**src/rtl/count_sequence_monitor.sv**
```systemverilog
// count_sequence_monitor: checks that a sampled counter bus advances by
// exactly +1 (mod 2^WIDTH) on every enabled edge. Locks after LOCK_MATCHES
// consecutive good steps; while locked it pulses seq_err on a bad step and
// wrap_pulse on a good max->0 step, and keeps a saturating error tally.
// Optional build macro: HOLD_OK_EN -- treat count_in==prev as a legal hold.
module count_sequence_monitor #(
  parameter int WIDTH        = 4,
  parameter int LOCK_MATCHES = 3,
  parameter int ERR_W        = 8
) (
  input  logic             clock,
  input  logic             reset_n,
  input  logic             enable,
  input  logic [WIDTH-1:0] count_in,
  input  logic             clear_err,
  output logic             locked,
  output logic             seq_err,
  output logic             wrap_pulse,
  output logic [ERR_W-1:0] err_count
);

  typedef enum logic [1:0] {UNLOCKED, LOCKING, LOCKED} state_t;

  localparam logic [3:0]       LM      = LOCK_MATCHES[3:0];
  localparam logic [WIDTH-1:0] CNT_MAX = {WIDTH{1'b1}};
  localparam logic [WIDTH-1:0] ONE     = {{(WIDTH-1){1'b0}}, 1'b1};
  localparam logic [ERR_W-1:0] ERR_MAX = {ERR_W{1'b1}};

  state_t           state;
  logic [WIDTH-1:0] prev;
  logic [3:0]       match_cnt;
  logic [WIDTH-1:0] prev_inc;
  logic             good;
  logic             hold;
  logic             err_evt;

  // Expected next value wraps naturally in WIDTH bits.
  assign prev_inc = prev + ONE;
  assign good     = (count_in == prev_inc);

`ifdef HOLD_OK_EN
  // A repeated value is a legal hold of the counter, neither good nor bad.
  assign hold = (count_in == prev);
`else
  assign hold = 1'b0;
`endif

  // A bad step only counts as an error once lock has been acquired.
  assign err_evt = enable && (state == LOCKED) && !good && !hold;

  // Lock FSM, sample history and single-cycle event flags.
  always_ff @(posedge clock) begin
    if (!reset_n) begin
      state      <= UNLOCKED;
      prev       <= '0;
      match_cnt  <= '0;
      locked     <= 1'b0;
      seq_err    <= 1'b0;
      wrap_pulse <= 1'b0;
    end else begin
      seq_err    <= 1'b0;
      wrap_pulse <= 1'b0;
      if (enable) begin
        prev <= count_in;
        case (state)
          UNLOCKED: begin
            match_cnt <= '0;
            state     <= LOCKING;
            locked    <= 1'b0;
          end
          LOCKING: begin
            if (good) begin
              if (match_cnt + 4'd1 == LM) begin
                state     <= LOCKED;
                locked    <= 1'b1;
                match_cnt <= '0;
              end else begin
                match_cnt <= match_cnt + 4'd1;
              end
            end else if (!hold) begin
              match_cnt <= '0;
            end
          end
          LOCKED: begin
            if (good) begin
              wrap_pulse <= (prev == CNT_MAX);
            end else if (!hold) begin
              seq_err   <= 1'b1;
              state     <= LOCKING;
              locked    <= 1'b0;
              match_cnt <= '0;
            end
          end
          default: begin
            state     <= UNLOCKED;
            locked    <= 1'b0;
            match_cnt <= '0;
          end
        endcase
      end
    end
  end

  // Saturating error tally; clear wins over a coincident error and works even
  // on disabled edges.
  always_ff @(posedge clock) begin
    if (!reset_n)
      err_count <= '0;
    else if (clear_err)
      err_count <= '0;
    else if (err_evt && (err_count != ERR_MAX))
      err_count <= err_count + {{(ERR_W-1){1'b0}}, 1'b1};
  end

endmodule

```
**config.mk**
```make
export PLATFORM = sky130hd
export DESIGN_NAME = count_sequence_monitor
export DESIGN_NICKNAME = d
export VERILOG_FILES = /design/src/rtl/count_sequence_monitor.sv
export SDC_FILE = /design/constraint.sdc
export NUM_CORES = 1
export LEC_CHECK = 0
export BUFFER_PORTS_ARGS = -buffer_cell sky130_fd_sc_hd__buf_2
export CAP_MARGIN = 20
export CORE_MARGIN = 10
export CORE_UTILIZATION = 50
export CTS_CLUSTER_DIAMETER = 120
export CTS_CLUSTER_SIZE = 16
export DETAILED_ROUTE_END_ITERATION = 6
export GPL_TIMING_DRIVEN = 0
export PLACE_DENSITY = 0.74
export SETUP_SLACK_MARGIN = 0.3
export SYNTH_ARGS = -nofsm -noshare
export SYNTH_HDL_FRONTEND = slang
export SYNTH_SLANG_ARGS = --single-unit
```
**constraint.sdc**
```tcl
create_clock -name clock -period 4.52 [get_ports clock]
set_clock_uncertainty 0.15 [all_clocks]
set_input_delay 0.452 -clock clock [delete_from_list [all_inputs] [get_ports clock]]
set_output_delay 0.452 -clock clock [all_outputs]
set_load 0.01 [all_outputs]
```
==> key figures <==
Power and ir drop
  – Leakage: 0.520 nW
  – Pwr/cell area: 240 nW/um^2
  – VDD IR max: 0.154 mV

Final layout
  – Multi-input gate area: 721 sq um
  – Area Overhead vs Synth: 12.8%
  – Nets@finish: 166
  – Post-route cell area: 1300 sq um
  – FILL cells: 228
  – Layout cells sized above 1: 20.4%
  – Sequential cell area: 400 sq um
  – Final Instance Count excl. Fillers: 180
  – # diodes: 0
  – Final core occ: 58.7%

Route
  – Remaining antenna violation count: 0
  – Drt first pass iters: 7
  – Residual DRC: 0
  – Drt wl/cell: 13.7 um
  – Number of vias per cell: 5.75
  – First DRT Iteration DRCs: 50
  – DRT Wirelength: 2460 um
  – Routed via count: 1035

Min path
  – Worst Hold Path Cells: 3
  – HP Class: in2reg
  – Hold_sp: count_in[0]
  – Hold EP: prev[0]

Worst setup path
  – Reg2reg end: match_cnt[1]
  – CP arrival: 2130 ps
  – Critical Path RT: 4610 ps
  – Crit Path Max Fanout: 6
  – Critical Path End Type: register
  – Reg-to-Reg Start: prev[0]
  – R2r setup slk: 2480 ps
  – Setup crit start kind: register
  – Critical path type: reg2reg
  – Register-to-Register Path Depth: 6

Placed design
  – Placed cell areas: 1280 sq um
  – RePlAce Congestion: 0.846
  – Placed insts: 177
  – Port Buffers: 18
  – DP HPWL: 1960 um

Synthesis
  – FF+latch count, synth: 20
  – Synth async-reset ratio: 0%
  – Synth Area per Inst: 8.79 sq um
  – Library cells used by synthesis: 42
  – Register area share after synthesis: 34.8%
  – Commonest cells post-synth: dfxtp_1 (20), nand2_1 (14), nor2_1 (14)
  – Cell accounting for the most synthesized area: dfxtp_1
  – Post-synthesis cell area: 1150 sq um
  – Top cell type's share of synthesized area: 34.8%
  – Largest cells by area after synthesis: dfxtp_1 (35%), nand2_1 (4.6%), nor2_1 (4.6%)
  – Count leader, synth: dfxtp_1
  – Syn_nets: 143
  – Top_reg_cell synth: dfxtp_1
  – Number of synthesized flops with an enable pin: 0
  – Yosys warning count: 0
  – Cells after Synth: 131

Clock tree
  – H-tree depth: 1
  – Post-CTS Setup Bufs: 0
  – Root buffer cell: clkbuf_4
  – Total clock buffers created by CTS: 3
  – Num Clock Sinks: 20
  – CTS Hold Bufs: 0
  – Clock slew at reported path FFs: 110 ps
  – Max Root-Sink Buffers: 2
  – Post-CTS Resized: 0
  – Clock latency on the worst-skew pair: 300 ps
  – CTS tree: done

Timing
  – Fin crit share: 45.0%
  – Tmin final: 2040 ps
  – Worst Tran Pin Value: 554 ps
  – Max_slew headroom: 62.9%
  – Setup TNS: 0 ps
  – Max Freq: 491 MHz
  – Unrepaired setup endpoints after global routing: no
  – Slew Limit Fails: 0
  – Final setup viols: 0
  – Final Hold Vio Count: 0

Floorplanning
  – IO Count: 19
  – # rows: 17
  – Die W: 68.0 um
  – Initial Util: 52.0%
  – Die ar.: 4620 sq um
  – Die Span Y: 68.0 um
  – Core area: 2210 sq um

GRT
  – Vias in the first global route: 995
  – Largest net degree at the start of global routing: 11
  – Met2 usage: 20.5%
  – GR Util met1: 14.2%
  – Met3 Usage GRT: 3.10%
  – Grt peak-use layer: met2
  – Remaining Overflow, GRT: 0
  – Total GRT Usage: 12.3%
  – First-pass GRT wire length: 4520 um
  – Initial antenna violation count: 0

Flow run
  – Max-cap violation count: 0

Status
  – Status: finished, final reports clean
==> metal layers <==
layer	wire, um	part of all wire [%]
met5	0	0
met4	42	1.7
met3	138	5.6
met2	1200	49
met1	1080	44
==> area by class of cell <==
cell class / count / area share [%]
timing repair buffer: 18 / 6.94
clock buffer: 3 / 1.73
buffer: 2 / 1.16
sequential: 20 / 30.8
tap: 28 / 2.70
multi-input combinational: 105 / 55.5
inverter: 4 / 1.16
==> sequential cells by signal, indices dropped and copies added (netlist names) <==
register,cells
err_count,8
match_cnt,4
prev,4
locked,1
seq_err,1
state,1
wrap_pulse,1
==> cells in the final DEF, fill, tap and decap left out, types with 3 or more instances in the layout <==
cell type,count
dfxtp_1,20
buf_2,18
nor2_1,14
nand2_1,14
nand3_1,8
a21oi_1,8
inv_1,4
xnor2_1,4
nand4_1,4
mux2i_1,4
nor3_1,4
ha_1,4
xor2_1,3
nor2b_1,3
clkbuf_4,3
==> worst max path at each step <==
stage / start / endpoint / depth (start not counted)
2_1_floorplan: prev[0] / match_cnt[0] / 6
3_3_place_gp: count_in[2] / match_cnt[0] / 6
3_5_place_dp: count_in[2] / match_cnt[1] / 6
4_1_cts: prev[0] / match_cnt[1] / 6
5_1_grt: prev[0] / match_cnt[2] / 6
6_report: prev[0] / match_cnt[1] / 6
==> cells by family (layout without fill, tap and decap cells) <==
family | after synthesis | after routing | share of synthesized area, %
XOR/XNOR | 9 | 9 | 8.91
flip-flops | 20 | 20 | 34.8
AO/OA/AOI/OAI | 26 | 26 | 16.8
AND/OR/NAND/NOR | 62 | 62 | 29.0
adder cells (fa/ha/maj) | 4 | 4 | 4.35
buffers and inverters | 6 | 27 | 2.61
multiplexers | 4 | 4 | 3.48
==> where the power goes <==
group,internal (mW),switching (mW)
clock network,0.0311,0.0540
logic,0.0177,0.0263
registers,0.179,0.00363
==> through the flow <==
step                power, mW  hold WS [ps]  worst slack (ps)
finish                  0.312           289              2480
global route            0.327           293              2280
CTS                     0.317           281              2450
detailed placement      0.231           351              2440
global placement        0.229           332              2470
floorplan               0.218           321              2640
==> worst max-delay path, cell delays in order (launching register included) <==
cell,delay (ps)
dfxtp_1,450
ha_1,300
xor2_1,180
nor3_4,240
nand2_2,130
or3_4,420
o21ai_2,110
Note: power is estimated with default switching activity, not from simulation.
